==> src/rtl/riscv_opcodes_pkg.sv <==
// riscv_opcodes_pkg: RV opcode (instr[6:2]) and load funct3 constants
// plus small decode helpers shared by the write-back stage.
package riscv_opcodes_pkg;

    localparam logic [4:0] OPC_LOAD     = 5'b00000;
    localparam logic [4:0] OPC_OP_IMM   = 5'b00100;
    localparam logic [4:0] OPC_AUIPC    = 5'b00101;
    localparam logic [4:0] OPC_OP_IMM32 = 5'b00110;
    localparam logic [4:0] OPC_STORE    = 5'b01000;
    localparam logic [4:0] OPC_OP       = 5'b01100;
    localparam logic [4:0] OPC_LUI      = 5'b01101;
    localparam logic [4:0] OPC_OP32     = 5'b01110;
    localparam logic [4:0] OPC_BRANCH   = 5'b11000;
    localparam logic [4:0] OPC_JALR     = 5'b11001;
    localparam logic [4:0] OPC_JAL      = 5'b11011;
    localparam logic [4:0] OPC_SYSTEM   = 5'b11100;

    localparam logic [2:0] F3_LB  = 3'b000;
    localparam logic [2:0] F3_LH  = 3'b001;
    localparam logic [2:0] F3_LW  = 3'b010;
    localparam logic [2:0] F3_LD  = 3'b011;
    localparam logic [2:0] F3_LBU = 3'b100;
    localparam logic [2:0] F3_LHU = 3'b101;
    localparam logic [2:0] F3_LWU = 3'b110;

    function automatic logic writes_rd(logic [4:0] opc, int xlen);
        unique case (opc)
            OPC_LOAD, OPC_OP, OPC_OP_IMM, OPC_LUI,
            OPC_AUIPC, OPC_JAL, OPC_JALR, OPC_SYSTEM:
                return 1'b1;
            OPC_OP32, OPC_OP_IMM32:
                return xlen == 64;
            default:
                return 1'b0;
        endcase
    endfunction

    function automatic logic misaligned(logic [2:0] f3, logic [2:0] off);
        unique case (f3)
            F3_LH, F3_LHU: return off[0];
            F3_LW, F3_LWU: return |off[1:0];
            F3_LD:         return |off;
            default:       return 1'b0;
        endcase
    endfunction

endpackage

==> src/rtl/riscv_state_pkg.sv <==
// riscv_state_pkg: write-back stage FSM state encoding.
package riscv_state_pkg;

    typedef enum logic [0:0] {
        IDLE,
        WAIT
    } wb_state_t;

endpackage

==> src/rtl/riscv_wb_pkg.sv <==
// riscv_wb_pkg: pipeline bundle types passed between MEM and WB.
package riscv_wb_pkg;

    localparam int ILEN = 32;

    typedef struct packed {
        logic [ILEN-1:0] instr;
        logic            bubble;
        logic            retired;
        logic            dbg;
    } instruction_t;

    typedef struct packed {
        logic misaligned_instruction;
        logic instruction_access_fault;
        logic illegal_instruction;
        logic breakpoint;
        logic misaligned_load;
        logic load_access_fault;
        logic misaligned_store;
        logic store_access_fault;
        logic ecall;
    } exceptions_t;

    typedef struct packed {
        logic [2:0]  interrupts;
        exceptions_t exceptions;
        logic        any;
    } interrupts_exceptions_t;

    localparam instruction_t INSN_NOP = '{
        instr:   32'h0000_0013,
        bubble:  1'b1,
        retired: 1'b0,
        dbg:     1'b0
    };

endpackage

==> src/rtl/riscv_wb_if.sv <==
// riscv_wb_if: data-memory read response bus into the write-back stage.
interface riscv_wb_if #(
    parameter int XLEN = 32
);
    logic            ack;
    logic            err;
    logic [XLEN-1:0] q;

    modport master (output ack, err, q);
    modport slave  (input  ack, err, q);
endinterface

==> src/rtl/riscv_ld_align.sv <==
// riscv_ld_align: lane shift and sign/zero extension of load data.
module riscv_ld_align
    import riscv_opcodes_pkg::*;
#(
    parameter int XLEN = 32
) (
    input  logic [XLEN-1:0]             q,
    input  logic [$clog2(XLEN/8)-1:0]   offset,
    input  logic [2:0]                  funct3,
    output logic [XLEN-1:0]             data
);

    logic [XLEN-1:0] sh;

    // Lanes above the addressed byte shift in as zero.
    assign sh = q >> {offset, 3'b000};

    always_comb begin
        data = '0;
        unique case (funct3)
            F3_LB:   data = {{(XLEN-8){sh[7]}}, sh[7:0]};
            F3_LH:   data = {{(XLEN-16){sh[15]}}, sh[15:0]};
            F3_LW:   data = XLEN'($signed(sh[31:0]));
            F3_LBU:  data = {{(XLEN-8){1'b0}}, sh[7:0]};
            F3_LHU:  data = {{(XLEN-16){1'b0}}, sh[15:0]};
            F3_LD:   if (XLEN == 64) data = sh;
            F3_LWU:  if (XLEN == 64) data = XLEN'(sh[31:0]);
            default: data = '0;
        endcase
    end

endmodule

==> src/rtl/riscv_wb.sv <==
// riscv_wb: RV12 write-back stage (load wait, align, precise bus faults).
// Define RISCV_WB_MISALIGNED_CHECK_EN to trap misaligned loads here.
module riscv_wb
    import riscv_wb_pkg::*;
    import riscv_opcodes_pkg::*;
    import riscv_state_pkg::*;
#(
    parameter int              XLEN    = 32,
    parameter logic [XLEN-1:0] PC_INIT = 'h200
) (
    input  logic                   clk_i,
    input  logic                   rst_i,
    output logic                   wb_stall_o,
    input  logic [XLEN-1:0]        wb_pc_i,
    input  instruction_t           wb_insn_i,
    input  interrupts_exceptions_t wb_exceptions_i,
    input  logic [XLEN-1:0]        wb_r_i,
    input  logic [XLEN-1:0]        wb_memadr_i,
    riscv_wb_if.slave              dmem,
    output logic [XLEN-1:0]        wb_pc_o,
    output instruction_t           wb_insn_o,
    output interrupts_exceptions_t wb_exceptions_o,
    output logic                   wb_we_o,
    output logic [4:0]             wb_dst_o,
    output logic [XLEN-1:0]        wb_r_o
);

    localparam int OW = $clog2(XLEN / 8);

    wb_state_t              state;
    wb_state_t              nxt;
    logic [4:0]             opc;
    logic [2:0]             f3;
    logic [4:0]             rd;
    logic [OW-1:0]          offset;
    logic                   resp;
    logic                   is_ld;
    logic                   mis;
    logic                   wait_ld;
    logic                   err_hit;
    logic                   capture;
    logic                   we_n;
    logic [XLEN-1:0]        ld_data;
    instruction_t           insn_n;
    interrupts_exceptions_t exc_n;
    logic                   unused_adr;

    assign opc        = wb_insn_i.instr[6:2];
    assign f3         = wb_insn_i.instr[14:12];
    assign rd         = wb_insn_i.instr[11:7];
    assign offset     = wb_memadr_i[OW-1:0];
    assign unused_adr = ^wb_memadr_i[XLEN-1:OW];

    assign resp  = dmem.ack | dmem.err;
    assign is_ld = !wb_insn_i.bubble
                && (opc == OPC_LOAD)
                && !wb_exceptions_i.any;

`ifdef RISCV_WB_MISALIGNED_CHECK_EN
    assign mis = is_ld & misaligned(f3, 3'(offset));
`else
    assign mis = 1'b0;
`endif

    assign wait_ld    = is_ld & !mis;
    assign err_hit    = wait_ld & dmem.err;
    assign wb_stall_o = wait_ld & !resp & !rst_i;

    riscv_ld_align #(
        .XLEN(XLEN)
    ) u_ld_align (
        .q      (dmem.q),
        .offset (offset),
        .funct3 (f3),
        .data   (ld_data)
    );

    always_comb begin
        nxt     = state;
        capture = 1'b0;
        unique case (state)
            IDLE: begin
                if (!wait_ld || resp) capture = 1'b1;
                else                  nxt     = WAIT;
            end
            WAIT: begin
                if (resp) begin
                    capture = 1'b1;
                    nxt     = IDLE;
                end
            end
            default: nxt = IDLE;
        endcase
    end

    always_comb begin
        insn_n = wb_insn_i;
        exc_n  = wb_exceptions_i;
        we_n   = !wb_insn_i.bubble
               & !wb_exceptions_i.any
               & (rd != 5'd0)
               & writes_rd(opc, XLEN);
        if (err_hit) begin
            exc_n.exceptions.load_access_fault = 1'b1;
            exc_n.any      = 1'b1;
            insn_n.retired = 1'b0;
            insn_n.bubble  = 1'b1;
            we_n           = 1'b0;
        end
        if (mis) begin
            exc_n.exceptions.misaligned_load = 1'b1;
            exc_n.any      = 1'b1;
            insn_n.retired = 1'b0;
            we_n           = 1'b0;
        end
    end

    always_ff @(posedge clk_i) begin
        if (rst_i) begin
            state           <= IDLE;
            wb_pc_o         <= PC_INIT;
            wb_insn_o       <= INSN_NOP;
            wb_exceptions_o <= '0;
            wb_we_o         <= 1'b0;
            wb_dst_o        <= 5'd0;
            wb_r_o          <= '0;
        end else begin
            state <= nxt;
            if (capture) begin
                wb_pc_o         <= wb_pc_i;
                wb_insn_o       <= insn_n;
                wb_exceptions_o <= exc_n;
                wb_we_o         <= we_n;
                wb_dst_o        <= rd;
                wb_r_o          <= wait_ld ? ld_data : wb_r_i;
            end else begin
                // Waiting cycles emit a bubble so nothing writes or retires twice.
                wb_insn_o.bubble  <= 1'b1;
                wb_insn_o.retired <= 1'b0;
                wb_exceptions_o   <= '0;
                wb_we_o           <= 1'b0;
            end
        end
    end

endmodule
==> src/flat_wrapper.sv <==
// flat-port wrapper written by rule: the top's interface ports become plain ports
module riscv_wb_flat import riscv_wb_pkg::*; import riscv_opcodes_pkg::*; import riscv_state_pkg::*;
#(
    parameter int              XLEN    = 32,
    parameter logic [XLEN-1:0] PC_INIT = 'h200
)
  (clk_i, rst_i, wb_stall_o, wb_pc_i, wb_insn_i, wb_exceptions_i, wb_r_i, wb_memadr_i, wb_pc_o, wb_insn_o, wb_exceptions_o, wb_we_o, wb_dst_o, wb_r_o, dmem_ack, dmem_err, dmem_q);
  riscv_wb_if #(.XLEN(XLEN)) dmem_i ();
  input  logic clk_i;
  input  logic rst_i;
  output logic wb_stall_o;
  input  logic [XLEN-1:0] wb_pc_i;
  input  instruction_t wb_insn_i;
  input  interrupts_exceptions_t wb_exceptions_i;
  input  logic [XLEN-1:0] wb_r_i;
  input  logic [XLEN-1:0] wb_memadr_i;
  output logic [XLEN-1:0] wb_pc_o;
  output instruction_t wb_insn_o;
  output interrupts_exceptions_t wb_exceptions_o;
  output logic wb_we_o;
  output logic [4:0] wb_dst_o;
  output logic [XLEN-1:0] wb_r_o;
  input wire logic [$bits(dmem_i.ack)-1:0] dmem_ack;
  input wire logic [$bits(dmem_i.err)-1:0] dmem_err;
  input wire logic [$bits(dmem_i.q)-1:0] dmem_q;
  assign dmem_i.ack = dmem_ack;
  assign dmem_i.err = dmem_err;
  assign dmem_i.q = dmem_q;
  riscv_wb #(.XLEN(XLEN), .PC_INIT(PC_INIT)) u_core (.clk_i(clk_i), .rst_i(rst_i), .wb_stall_o(wb_stall_o), .wb_pc_i(wb_pc_i), .wb_insn_i(wb_insn_i), .wb_exceptions_i(wb_exceptions_i), .wb_r_i(wb_r_i), .wb_memadr_i(wb_memadr_i), .dmem(dmem_i), .wb_pc_o(wb_pc_o), .wb_insn_o(wb_insn_o), .wb_exceptions_o(wb_exceptions_o), .wb_we_o(wb_we_o), .wb_dst_o(wb_dst_o), .wb_r_o(wb_r_o));
endmodule
==> config.mk <==
export PLATFORM = sky130hd
export DESIGN_NAME = riscv_wb_flat
export DESIGN_NICKNAME = d
export VERILOG_FILES = /design/src/rtl/riscv_opcodes_pkg.sv /design/src/rtl/riscv_state_pkg.sv /design/src/rtl/riscv_wb_pkg.sv /design/src/rtl/riscv_wb_if.sv /design/src/rtl/riscv_ld_align.sv /design/src/rtl/riscv_wb.sv /design/src/flat_wrapper.sv
export SDC_FILE = /design/constraint.sdc
export NUM_CORES = 1
export LEC_CHECK = 0
export ABC_AREA = 1
export CAP_MARGIN = 20
export CORE_UTILIZATION = 35
export DETAILED_ROUTE_END_ITERATION = 10
export GPL_TIMING_DRIVEN = 0
export MAX_ROUTING_LAYER = met4
export PLACE_DENSITY = 0.73
export SLEW_MARGIN = 20
export SYNTH_ARGS = -nofsm -noshare
export SYNTH_HDL_FRONTEND = slang
export SYNTH_HIERARCHICAL = 1
export SYNTH_SLANG_ARGS = --single-unit
==> constraint.sdc <==
create_clock -name clk_i -period 1.3 [get_ports clk_i]
set_input_delay 0.13 -clock clk_i [delete_from_list [all_inputs] [get_ports clk_i]]
set_output_delay 0.13 -clock clk_i [all_outputs]
set_load 0.02 [all_outputs]
* After elaboration in Yosys (flattened, before gate mapping)
Memory sizes are Yosys's and may differ from the RTL's. Cells that the tools add are included.
Word-level totals: memories kept 1, memory bits (read-only) 32, bits in registers 119, output and inout port bits 119
Cells by class: equality and inequality tests 4, muxes and demuxes 10, shift operators 1, bitwise logic cells 9, reductions and logical operators 13
Memories:
- (name not given) | words 32, bits a word 1, read ports 1, clocked after Yosys merged registers in 0, wr ports 0, RTL line riscv_opcodes_pkg.sv:27 | unique case (opc)
Operator list (number):
- $pmux W32 S5 | 1
- $mux W32 | 1
- $shr A32 B5 Y32 | 1
- $and A1 B1 Y1 | 6
- $eq A3 B3 Y1 const B | 2
- $mux W1 | 6
- $logic_not A1 Y1 | 5
- $logic_not A5 Y1 | 1
- $reduce_bool A5 Y1 | 1
- $pmux W1 S2 | 2
- $eq A3 B1 Y1 const B | 1
- $eq A3 B2 Y1 const B | 1
- $logic_not A3 Y1 | 1
- $reduce_or A3 Y1 | 1
- $logic_and A1 B1 Y1 | 2
- $not A1 Y1 | 2
- $reduce_or A2 Y1 | 1
- $logic_or A1 B1 Y1 | 1
- $or A1 B1 Y1 | 1

* Longest topological paths before layout
depth in word-level cells 9, mapped depth 12

* Cells and area by module
Netlist, hierarchy kept.
By module, submodules not included:
- riscv_wb | area each 4688.2 sq um, sequential area each 2282.2 sq um, cells an instance 622, instances 1
- riscv_ld_align | area each 1004.7 sq um, sequential area each 0.0 sq um, cells an instance 192, instances 1

* Worst setup path before layout
No wires, ideal clock.
path type input port to flip-flop, start point input wb_insn_i[2] (netlist bit), end point register, netlist name u_core/wb_insn_o[10], stages on the path 8, setup slack 110 ps, buffers on the path 2, arrival time 1076 ps, setup time 114 ps, path through nor2_1 nand2_2 nor2_8 o21ai_4 buf_2 buf_2 nand3_1 nand2_1
Between the ends: cells in the longest elaborated chain, start to end 7
RTL lines:
- from (decl) | RTL line flat_wrapper.sv:13 | input instruction_t wb_insn_i;
- $logic_not A1 Y1 | RTL line riscv_wb.sv:55 | assign is_ld = !wb_insn_i.bubble
- $logic_and A1 B1 Y1 | RTL line riscv_wb.sv:56 | && (opc == OPC_LOAD)
- $logic_and A1 B1 Y1 | RTL line riscv_wb.sv:57 | && !wb_exceptions_i.any;
- $logic_not A1 Y1 | RTL line riscv_wb.sv:83 | if (!wait_ld || resp) capture = 1'b1;
- $logic_or A1 B1 Y1 | RTL line riscv_wb.sv:83
- $mux W1 | RTL line riscv_wb.sv:83
- $pmux W1 S2 | RTL line riscv_wb.sv:81 | unique case (state)
No other way between the ends. A chain may end at the register's enable or synchronous reset.

* Worst setup path in the final report
start point input wb_insn_i[5] (netlist bit), end point output wb_stall_o
Between the ends: cells in the longest elaborated chain, start to end 5
RTL lines:
- $logic_not A5 Y1 | RTL line riscv_wb.sv:56
- $logic_and A1 B1 Y1 | RTL line riscv_wb.sv:56
- $logic_and A1 B1 Y1 | RTL line riscv_wb.sv:57
- $and A1 B1 Y1 (2 in a row) | RTL line riscv_wb.sv:67 | assign wb_stall_o = wait_ld & !resp & !rst_i;
- to (decl) | RTL line flat_wrapper.sv:11 | output logic wb_stall_o;
No other way between the ends.

==> impl_metrics.env <==
export IMPL_outcome="complete, no violations"
export IMPL_cts_root_buf="clkbuf_16"
export IMPL_grt_overflow_total=0
export IMPL_drc=0
export IMPL_worstSetupStartpointType="input pin"
export IMPL_grt_setup_unrepaired="true"
export IMPL_area_delta_synth_final_pct=61.5
export IMPL_cts_max_level=4
export IMPL_groute_usage_overall_pct=24.6
export IMPL_routed_wl_um=20300
export IMPL_drt_pass1_iterations=5
export IMPL_ys_top_cells_by_area="dfxtp_1 40%, nand3_1 19%, nand2_1 17%"
export IMPL_synth_area_sq_um=5690
export IMPL_synth_cells=814
export IMPL_setup_viol=0
export IMPL_drt_iter0_markers=367
export IMPL_vias=6550
export IMPL_cts_clk_slew_worst_paths_ns=0.05
export IMPL_period_share_pct=97.6
export IMPL_syn_avg_cell_area_sq_um=6.99
export IMPL_synthesis_nets=994
export IMPL_rows=46
export IMPL_dp_slack_ns=-0.955
export IMPL_core_sq_um=15900
export IMPL_die_h_um=130
export IMPL_ys_flop_type="dfxtp_1"
export IMPL_initial_utilization_pct=35.8
export IMPL_yosys_warnings=6
export IMPL_fin_ws_ns=0.0309
export IMPL_cts_made_buffers=17
export IMPL_num_fill_cells=1563
export IMPL_arrival_ns=1.14
export IMPL_min_period_ns=1.27
export IMPL_cts_buffer_depth=2
export IMPL_hold_viol_final=0
export IMPL_end_kind="output pin"
export IMPL_vias_per_cell=4.91
export IMPL_final_area_sq_um=9200
export IMPL_die_w_um=130
export IMPL_post_route_cells_drive_above_1_share_pct=15.0
export IMPL_p_per_area_nw_per_um2=1110
export IMPL_tightest_slew_ns=0.363
export IMPL_avgRoutedWirePerCell_um=15.2
export IMPL_clk_latency_ns=0.41
export IMPL_ys_seq_area_share_pct=40.1
export IMPL_hp_class="in2reg"
export IMPL_portBuffers=266
export IMPL_p_leak_uw=0.00468
export IMPL_grt_pass1_vias=5997
export IMPL_worstPathMaxFanout=7
export IMPL_hpwl_um=15300
export IMPL_ir_worst_vdd_v=0.000857
export IMPL_fin_skew_ns=0.00719
export IMPL_synth_distinct_cells=30
export IMPL_final_cells=1334
export IMPL_required_ns=1.17
export IMPL_grt_max_degree=17
export IMPL_async_flop_share_pct=0
export IMPL_critical_path_class="in2out"
export IMPL_ff_latch_area_sq_um=2290
export IMPL_diodes=0
export IMPL_drv_cap=0
export IMPL_dieArea_sq_um=16800
export IMPL_finalPower_uw=10200
export IMPL_clock_fmax_mhz=788
export IMPL_synth_edff_count=0
export IMPL_multiInputGateArea_sq_um=2890
export IMPL_cts_tree="yes"
export IMPL_post_dp_cell_area_sq_um=8630
export IMPL_finalNetCount=1285
export IMPL_ys_seq_elements=114
export IMPL_yosys_area_top_type="dfxtp_1"
export IMPL_relSlewSlack_pct=75.8
export IMPL_dp_cells=1296
export IMPL_place_congestion=0.937
export IMPL_slew_violations=0
export IMPL_clock_sinks=114
export IMPL_ioPinCount=299
export IMPL_synth_top_area_share_pct=40.1
export IMPL_grt_pass1_wl_um=30800
export IMPL_yosysMostFrequentCell="nand2_1"
export IMPL_fin_setup_tns_ns=0
export IMPL_antenna_left=0
export IMPL_synth_common_cells="254 x nand2_1, 220 x nand3_1, 114 x dfxtp_1"
export IMPL_antenna_found_initial=0
what timing repair did:
action / CTS / global route
hold buffers: 0 / 0
resized for setup: 165 / 52
pin swaps: 5 / 4
endpoints found under the setup margin: 233 / 112
setup buffers: 5 / 0
cloned: 1 / 0
critical path, cell delays in order:
cell and delay (ns):
dlygate4sd2_1 0.27, nor2_2 0.18, nand2_4 0.09, nor2_8 0.14, nand2_4 0.10, nor2_4 0.10
buf_6 0.12
cell type report:
type,instances,area share (%)
Multi-Input combinational cell,603,31.5
Buffer,71,5.33
Inverter,26,1.12
Sequential cell,114,24.9
Tap cell,216,2.94
Timing Repair Buffer,272,27.8
Clock inverter,11,1.39
Clock buffer,21,5.12
where the power goes:
part	switching, uW	total, uW	internal (uW)
registers	93.0	3780	3690
clock network	1670	4650	2980
logic	933	1760	830
total	2690	10200	7500
state kept, by name (all words and copies together) (netlist names):
signal and count:
u_core/wb_insn_o 35, u_core/wb_pc_o 32, u_core/wb_r_o 32, u_core/wb_exceptions_o 13
u_core/state 1, u_core/wb_we_o 1
layout by cell type, fill, tap and decap left out, types with 6 or more instances in the layout:
master	instances
clkbuf_1	7
buf_6	11
clkdlybuf4s50_1	136
nand3_2	23
buf_4	15
buf_2	20
nand2_1	253
clkbuf_16	17
nor3_1	8
nor2_1	35
nand3_1	218
clkbuf_2	24
dlygate4sd2_1	115
inv_1	21
dfxtp_1	111
o21ai_0	30
nor2_2	6
per-layer routing:
layer	vias up	global-route usage [%]	part of all wire (%)
li1	3260	-	-
met1	2998	28.7	41
met2	282	40.6	48
met3	10	7.80	9.8
met4	0	7.18	1.2
met5	-	-	0
stage by stage:
step / utilization (%) / hold slack, ns
floorplan: - / 0.202
global placement: 54.3 / 0.439
detailed placement: 54.3 / 0.448
CTS: 57.7 / 0.110
global route: 57.9 / 0.103
finish: 57.9 / 0.0699
cell families (layout without fill, tap and decap cells):
family                 count (synthesis)  in the layout  synth area share, %
and+or+nand+nor                      561            561                 46.2
DFF                                  114            114                 40.1
buffers and inverters                 97            401                 9.63
AOI/OAI and AO/OA                     42             42                 4.09
path summary, 6_finish.rpt:
kind	startpoint	end	slack, ns	cells past startpoint
hold reg to reg	u_core/wb_insn_o[4]	u_core/wb_insn_o[4]	0.46	2
setup reg to reg	u_core/state	u_core/wb_insn_o[11]	0.08	6
hold / removal	wb_insn_i[16]	u_core/wb_insn_o[16]	0.07	3
setup / recovery	wb_insn_i[5]	wb_stall_o	0.03	7
Note: power is estimated with default switching activity, not from simulation.
